**src/rtl/fp_invsqrt_result_queue.sv**
```systemverilog
// fp_invsqrt_result_queue
// Valid/ready wrapper around the free-running, fixed-latency approx_fp_invsqrt
// pipe. A LAG-deep valid pipe marks which core cycles carry accepted words.
// Those results land in a DEPTH-entry output FIFO. A credit counter (words in
// flight plus words in the FIFO) throttles in_ready, so a result can never
// arrive at a full FIFO.
// Optional feature macro: INVSQRT_SPECIAL_EN. When it is defined, zero,
// denormal, negative, NaN and +inf inputs are classified at accept time, and
// a fixed IEEE result replaces the core output with out_exc set.
module fp_invsqrt_result_queue #(
  parameter int LAG   = 6,
  parameter int DEPTH = 8
) (
  input  logic        clk,
  input  logic        rst_n,
  input  logic        in_valid,
  output logic        in_ready,
  input  logic [31:0] in_data,
  output logic [31:0] core_in,
  input  logic [31:0] core_out,
  output logic        out_valid,
  input  logic        out_ready,
  output logic [31:0] out_data,
  output logic        out_exc
);

  localparam int PW = $clog2(DEPTH);
  localparam int OW = $clog2(DEPTH + 1);
  localparam logic [OW-1:0] DEPTH_C = OW'(DEPTH);
  localparam logic [OW-1:0] ONE_C   = OW'(1);

  logic           acc;
  logic           pop;
  logic           push;
  logic [LAG-1:0] vld;
  logic [OW-1:0]  occ;
  logic [OW-1:0]  count;
  logic [PW-1:0]  wr_ptr;
  logic [PW-1:0]  rd_ptr;
  logic [31:0]    mem_data [DEPTH];
  logic [31:0]    push_data;

  assign core_in   = in_data;
  // Credits come from registers only, so in_valid never feeds back into in_ready.
  assign in_ready  = (occ < DEPTH_C);
  assign out_valid = (count != '0);
  assign acc       = in_valid & in_ready;
  assign pop       = out_valid & out_ready;
  assign push      = vld[LAG-1];
  assign out_data  = mem_data[rd_ptr];

`ifdef INVSQRT_SPECIAL_EN
  typedef enum logic [1:0] {
    CLS_NORMAL = 2'd0,  // positive normal: take the core result
    CLS_ZERO   = 2'd1,  // zero or denormal: signed infinity
    CLS_NAN    = 2'd2,  // NaN or negative nonzero: quiet NaN
    CLS_PINF   = 2'd3   // +inf: +0
  } cls_e;

  cls_e           cls_in;
  cls_e           cls_pipe [LAG];
  logic [LAG-1:0] sgn_pipe;
  logic [DEPTH-1:0] mem_exc;
  logic           push_exc;

  // Classify the word at the input; the sign is carried separately for zeros.
  always_comb begin
    cls_in = CLS_NORMAL;
    if (in_data[30:23] == 8'h00)
      cls_in = CLS_ZERO;
    else if (in_data[30:23] == 8'hFF && in_data[22:0] != 23'h0)
      cls_in = CLS_NAN;
    else if (in_data == 32'h7F80_0000)
      cls_in = CLS_PINF;
    else if (in_data[31])
      cls_in = CLS_NAN;
  end

  // Class and sign travel alongside vld so they meet the matching core result.
  always_ff @(posedge clk or negedge rst_n) begin
    if (!rst_n) begin
      for (int i = 0; i < LAG; i++) cls_pipe[i] <= CLS_NORMAL;
      sgn_pipe <= '0;
    end else begin
      cls_pipe[0] <= cls_in;
      sgn_pipe[0] <= in_data[31];
      for (int i = 1; i < LAG; i++) begin
        cls_pipe[i] <= cls_pipe[i-1];
        sgn_pipe[i] <= sgn_pipe[i-1];
      end
    end
  end

  // Pick either the core result or the fixed special-case constant.
  always_comb begin
    push_data = core_out;
    push_exc  = 1'b1;
    case (cls_pipe[LAG-1])
      CLS_ZERO: push_data = {sgn_pipe[LAG-1], 8'hFF, 23'h0};
      CLS_NAN:  push_data = 32'h7FC0_0000;
      CLS_PINF: push_data = 32'h0000_0000;
      default:  push_exc  = 1'b0;
    endcase
  end

  // Exception flags stored next to the data entries.
  always_ff @(posedge clk or negedge rst_n) begin
    if (!rst_n)
      mem_exc <= '0;
    else if (push)
      mem_exc[wr_ptr] <= push_exc;
  end

  assign out_exc = mem_exc[rd_ptr];
`else
  assign push_data = core_out;
  assign out_exc   = 1'b0;
`endif

  // Valid pipe mirrors the core latency; a reset drops everything in flight.
  always_ff @(posedge clk or negedge rst_n) begin
    if (!rst_n) begin
      vld <= '0;
    end else begin
      vld[0] <= acc;
      for (int i = 1; i < LAG; i++) vld[i] <= vld[i-1];
    end
  end

  // Credit counter: accepted words not yet popped downstream.
  always_ff @(posedge clk or negedge rst_n) begin
    if (!rst_n)
      occ <= '0;
    else if (acc && !pop)
      occ <= occ + ONE_C;
    else if (pop && !acc)
      occ <= occ - ONE_C;
  end

  // FIFO storage; it is cleared on reset so out_data reads zero afterwards.
  always_ff @(posedge clk or negedge rst_n) begin
    if (!rst_n) begin
      for (int i = 0; i < DEPTH; i++) mem_data[i] <= '0;
    end else if (push) begin
      mem_data[wr_ptr] <= push_data;
    end
  end

  // FIFO pointers and count; push and pop together leave count unchanged.
  always_ff @(posedge clk or negedge rst_n) begin
    if (!rst_n) begin
      wr_ptr <= '0;
      rd_ptr <= '0;
      count  <= '0;
    end else begin
      assert (!(push && count == DEPTH_C));
      if (push) wr_ptr <= wr_ptr + PW'(1);
      if (pop)  rd_ptr <= rd_ptr + PW'(1);
      case ({push, pop})
        2'b10:   count <= count + ONE_C;
        2'b01:   count <= count - ONE_C;
        default: count <= count;
      endcase
    end
  end

endmodule

```
**config.mk**
```make
export PLATFORM = sky130hd
export DESIGN_NAME = fp_invsqrt_result_queue
export DESIGN_NICKNAME = d
export VERILOG_FILES = /design/src/rtl/fp_invsqrt_result_queue.sv
export SDC_FILE = /design/constraint.sdc
export NUM_CORES = 1
export LEC_CHECK = 0
export CORE_AREA = 4 4 179 181
export CTS_BUF_LIST = sky130_fd_sc_hd__clkbuf_8
export CTS_CLUSTER_SIZE = 30
export DETAILED_ROUTE_END_ITERATION = 8
export DIE_AREA = 0 0 183 185
export PLACE_DENSITY = 0.7
export SKIP_LAST_GASP = 1
export SLEW_MARGIN = 0
export SYNTH_ARGS = -nofsm -noshare
export SYNTH_HDL_FRONTEND = slang
export SYNTH_SLANG_ARGS = --single-unit
```
**constraint.sdc**
```tcl
create_clock -name clk -period 4.1 [get_ports clk]
set_input_delay 0.41 -clock clk [delete_from_list [all_inputs] [get_ports clk]]
set_output_delay 0.41 -clock clk [all_outputs]
set_load 0.01 [all_outputs]
```
==> flow_summary.yaml, run 1 <==
clock_network:
  htreeDepth: 2
  clock-sinks: 276
  clk_latency_ns: 0.55
  numCtsBuffers: 46
  root_buffer: "clkbuf_8"
  cts_tree: "built"
  cts_buffer_depth: 3
  clk_pin_slew_ns: 0.06
  cts_repair_resize_count: 0
setup_path:
  crit_fanout: 26
  crit_path_cell_trace: "buf_4, mux4_2, mux2_2, clkdlybuf4s50_1"
  cp-start-kind: "register"
  cpMaxStageDelayCell: "dfrtp_4"
  cpLargestDelayFamily: "buffers and inverters"
  crit_path_end_kind: "output port"
  max_stage_delay_ns: 0.80
  crit_path_start: "rd_ptr[0]"
  critPathKind: "reg2out"
  timing.rr.end: "occ[3]"
  r2r_slack_ns: 1.41
  crit_buf_inv: 2
  arrival_ns: 3.02
  reg2reg_from: "count[1]"
  cp.required_ns: 3.69
  endpoint: "out_data[4]"
  cp_num_cells: 4
  r2r_cells: 8
placed_design:
  placed_area_mm2: 0.0136
  place_congestion: 0.712
  placedCellCount: 1182
  hpwl_mm: 15.1
  port_buffers: 69
synth:
  yosys_warnings: 0
  synth.distinct_cells: 38
  syn_inst: 774
  synth_seq_cells: 276
  synth-seq-area-share: 0.544
  netlist_top_cells_area: "dfrtp_1 54%, mux2_2 25%, mux4_2 11%, buf_4 2.7%, mux2_1 0.98%"
  synth_top_area_frac: 0.544
  syn_area_per_cell_um2: 16.4
  syn_area_mm2: 0.0127
  synthesis.nets: 851
  synth_largest_area_cell: "dfrtp_1"
finish:
  final_cell_mix: "281 x mux2_2, 273 x dfrtp_1, 68 x clkdlybuf4s50_1"
  stdcell_count: 1262
  nFillCells: 2661
  antenna_cells: 0
  final_common_cell: "mux2_2"
  drive_gt1_frac: 0.512
  layout.nets: 912
  fin_util: 0.476
  final_cell_area_mm2: 0.0145
  syn2layout_area_growth_pct: 14.3
floorplan:
  rows: 64
  start_util: 0.417
  die_x_um: 183
  core_mm2: 0.0304
  ios: 135
  die_area_mm2: 0.0339
  die_h_um: 185
timing:
  setup_viol: 0
  post-route-period-util: 0.837
  hold_slack_ns: 0.347
  max_slew_margin: 0.284
  worstMarginPinSlew_ns: 1.07
  fin_tns_setup_ns: 0
  rsz0062_at_grt: "false"
  slew_viol_final: 0
  hold_violations: 0
  max_freq_ghz: 0.291
  finClkSkew_ns: 0.0143
  period_needed_ns: 3.43
detailed_routing:
  vias: 6722
  dr_wl_met3_mm: 1.05
  vias_per_cell: 5.33
  topRoutingLayerUsed: "met5"
  wl_met2_mm: 12.3
  drtIter0Drc: 301
  drc_errors: 0
  drt_first_pass_iters: 4
  wl_per_cell_um: 20.3
  wl_met1_mm: 11.8
  drtAntennaViolNets: 0
  drt_wl_total_mm: 25.6
flow_run:
  max_cap_violations: 0
global_routing:
  grt_pass1_wl_mm: 41.6
  grt_max_degree: 132
  antenna_found_initial: 1
  grtUsageTotal: 0.155
  grt_pass1_vias: 7281
  grt-ovfl-total: 0
worst_hold_path:
  hold_class: "reg2reg"
pwr:
  power_per_cell_area_mw_per_mm2: 862
  p_leak_uw: 0.00604
  vdd_drop_max_mv: 0.408
outcome:
  status: "finished, final reports clean"
-- cell usage after synthesis (all sizes together) --
master / count
o21ai: 2
nor2b: 1
o31ai: 1
xor2: 4
nand4: 1
nand2b: 2
nand2: 7
nor2: 1
fa: 1
xnor2: 7
buf: 74
nor3: 6
or4: 1
ha: 8
nor4b: 1
a2111oi: 2
nor3b: 2
inv: 4
nand3: 1
a21o: 1
clkbuf: 6
nand4b: 3
dfrtp: 276
nor4: 1
mux2: 292
mux2i: 1
nand3b: 1
a21oi: 2
conb: 1
mux4: 64
-- area by class of cell --
class	count	area (um^2)	share of cell area
clock inverter	20	109	0.00751
multi-input combinational	414	5240	0.361
clock buffer	59	812	0.0560
inverter	4	15.0	0.00104
timing repair buffer	93	916	0.0632
sequential	276	6910	0.477
tap	396	495	0.0342
-- flip-flops by register name, summed over array words and instances, names as in the netlist --
register  flops
mem_data    256
vld           6
count         4
occ           4
rd_ptr        3
wr_ptr        3
-- what timing repair did --
item,CTS,global route
setup endpoints to repair,0,0
endpoints found under the hold margin,16,0
hold buffers,1,0
buffers inserted,0,0
-- cell families (layout without fill, tap and decap cells) --
logic type               Yosys count  after routing  share of synthesized area
multiplexers                     357            357                      0.374
adder cells (fa/ha/maj)            9              9                    0.00947
buffers and inverters             84            176                     0.0437
other                              1              1                   0.000296
AND/OR/NAND/NOR                   28             28                     0.0168
flip-flops                       276            276                      0.544
XOR/XNOR                          11             11                    0.00759
AO/OA/AOI/OAI                      8              8                    0.00414
-- through the flow --
step                      total power [uW]  setup WS, ns
after detailed placement             10200          1.18
after global placement               10000          1.20
after floorplan                       8460          1.64
final                                12500         0.666
after global routing                 13300         0.466
after CTS                            12700         0.578
-- metal layers --
| layer | GRT usage | vias to the layer above |
|---|---|---|
| li1 | - | 2980 |
| met1 | 0.219 | 3563 |
| met2 | 0.245 | 130 |
| met3 | 0.0340 | 47 |
| met4 | 0.0390 | 2 |
| met5 | 0 | - |
-- power by group --
part	internal (uW)	leakage [uW]	switching [uW]	total, uW
sequential	4100	0.00329	938	5030
combinational	3350	0.00222	1690	5040
clock	1350	0.000536	1080	2420
total	8790	0.00604	3710	12500
-- how the worst min path moves through the flow --
stage / from / endpoint / slack [ns] / cells after the start
global route: vld[4] / vld[5] / 0.35 / 0
finish: vld[3] / vld[4] / 0.35 / 0
CTS: vld[3] / vld[4] / 0.35 / 0
floorplan: rst_n / count[0] / 0.11 / 0
detailed placement: vld[1] / vld[2] / 0.34 / 0
global placement: vld[4] / vld[5] / 0.33 / 0
(Power assumes the default switching activity.)
==> run 2, diff against run 1 <==
clock period = 3.36 ns   (was 4.1 ns; I/O delays follow)
==> run 2 against run 1 <==
Net effect:
- power is 22% higher
- setup slack worse by 0.44 ns
- sequential share of layout area is 0.10 points lower
- die area stayed put
- critical endpoint is now out_data[19]
- clock-buffer cell count is 1 lower
- critical path depth stayed put
- sequential power is 18% higher
- clock skew is 0.00093 ns higher
- combinational power is 26% higher
==> flow_summary.yaml, run 2 (synthesized netlist as in run 1, its figures left out) <==
outcome:
  status: "finished, final reports clean"
clock_network:
  cts_repair_resize_count: 0
  clock-sinks: 276
  htreeDepth: 2
  numCtsBuffers: 48
  clk_pin_slew_ns: 0.06
  cts_buffer_depth: 3
  post_cts_buffers: 0
  root_buffer: "clkbuf_8"
  cts_tree: "built"
  clk_latency_ns: 0.54
floorplan:
  rows: 64
  die_h_um: 185
  die_area_mm2: 0.0339
  ios: 135
  die_x_um: 183
  start_util: 0.417
  core_mm2: 0.0304
timing:
  max_freq_ghz: 0.319
  rsz0062_at_grt: "false"
  post-route-period-util: 0.933
  finClkSkew_ns: 0.0153
  hold_violations: 0
  hold_slack_ns: 0.344
  setup_viol: 0
  slew_viol_final: 0
  worstMarginPinSlew_ns: 0.668
  fin_tns_setup_ns: 0
  max_slew_margin: 0.555
  period_needed_ns: 3.13
setup_path:
  crit_path_cell_trace: "buf_12, mux4_2, mux2_2, clkdlybuf4s50_1"
  crit_path_end_kind: "output port"
  cp.required_ns: 3.02
  arrival_ns: 2.80
  critPathKind: "reg2out"
  crit_fanout: 27
  cpLargestDelayFamily: "multiplexers"
  cpMaxStageDelayCell: "dfrtp_4"
  crit_buf_inv: 2
  max_stage_delay_ns: 0.62
  cp-start-kind: "register"
detailed_routing:
  drtIter0Drc: 265
  drtAntennaViolNets: 0
  wl_per_cell_um: 19.9
  vias: 6721
  drt_first_pass_iters: 4
  drc_errors: 0
  drt_wl_total_mm: 25.1
  vias_per_cell: 5.33
finish:
  final_cell_mix: "281 x mux2_2, 273 x dfrtp_1, 68 x clkdlybuf4s50_1"
  final_common_cell: "mux2_2"
  reg_top3: "mem_data (256), vld (6)"
  drive_gt1_frac: 0.508
  layout.nets: 913
  antenna_cells: 0
  regMostFlops: "mem_data"
  largest_reg_flops: 256
  nFillCells: 2635
  syn2layout_area_growth_pct: 14.5
global_routing:
  grt_pass1_wl_mm: 41.0
  antenna_found_initial: 1
  grt_max_degree: 85
  grt_pass1_vias: 7325
  grt-ovfl-total: 0
  grtUsageTotal: 0.152
flow_run:
  max_cap_violations: 0
worst_hold_path:
  hold_class: "reg2reg"
pwr:
  p_leak_uw: 0.00607
  power_per_cell_area_mw_per_mm2: 1050
  vdd_drop_max_mv: 0.494
placed_design:
  hpwl_mm: 14.8
  place_congestion: 0.662
  port_buffers: 69
[run 2: changes by cell type in the layout (fill, tap and decap cells not counted)]
cell      delta
inv_1        +3
clkbuf_8     -1
buf_4        -5
buf_12       +4
inv_6        -1
[run 2: power breakdown]
group | total (uW) | internal (uW) | switching (uW)
clock | 2900 | 1620 | 1280
combinational | 6330 | 4110 | 2230
sequential | 5960 | 5000 | 962
[run 2: worst paths after layout]
| path | start | to | slack [ns] | cells after the start |
|---|---|---|---|---|
| max | rd_ptr[0] | out_data[19] | 0.23 | 4 |
| min reg2reg | vld[4] | vld[5] | 0.34 | 0 |
| max reg2reg | count[1] | occ[3] | 0.67 | 8 |
| min | vld[4] | vld[5] | 0.34 | 0 |
| min in group asynchronous | rst_n | occ[1] | 0.39 | 2 |
| max in group asynchronous | rst_n | mem_data[82] | 2.09 | 3 |
[run 2: layer usage]
layer | share of wire | up-vias | global-route usage | routed length (um)
met5 | 0.00028 | - | 0 | 7
met4 | 0.013 | 2 | 0.0367 | 323
met3 | 0.044 | 38 | 0.0322 | 1110
met2 | 0.47 | 113 | 0.240 | 11800
met1 | 0.47 | 3596 | 0.218 | 11900
li1 | - | 2972 | - | -
[run 2: timing repair]
item	4_1_cts	5_1_grt
endpoints found under the setup margin	0	0
hold buffers	1	0
hold endpoints to repair	80	0
[run 2: worst reg2reg max path, delay by kind of cell (launching register included)]
| family | cells | cell delay, ns |
|---|---|---|
| AO/OA/AOI/OAI | 3 | 0.81 |
| buffers and inverters | 1 | 0.12 |
| adder cells (fa/ha/maj) | 2 | 0.50 |
| flip-flops | 1 | 0.44 |
| AND/OR/NAND/NOR | 2 | 0.70 |
[run 2: through the flow]
step / total power [uW] / setup WS, ns / area [um^2] / util / cells
6_report: 15200 / 0.226 / 14500 / 0.477 / 1262
5_1_grt: 16200 / 0.0725 / 14500 / 0.477 / 1262
4_1_cts: 15500 / 0.145 / 14500 / 0.477 / 1262
3_5_place_dp: 12500 / 0.669 / 13600 / 0.447 / 1181
3_3_place_gp: 12300 / 0.758 / 13600 / 0.447 / 1181
2_1_floorplan: 10300 / 0.904 / 12700 / - / 774
[run 2: area by class of cell]
class	count	area (um^2)	area share
well taps	396	495	0.0341
repair buffers	92	958	0.0660
clock inverters	22	111	0.00766
multi-input cells	414	5240	0.360
inverters	4	15.0	0.00103
flip-flops and latches	276	6910	0.476
clock buffers	58	798	0.0549
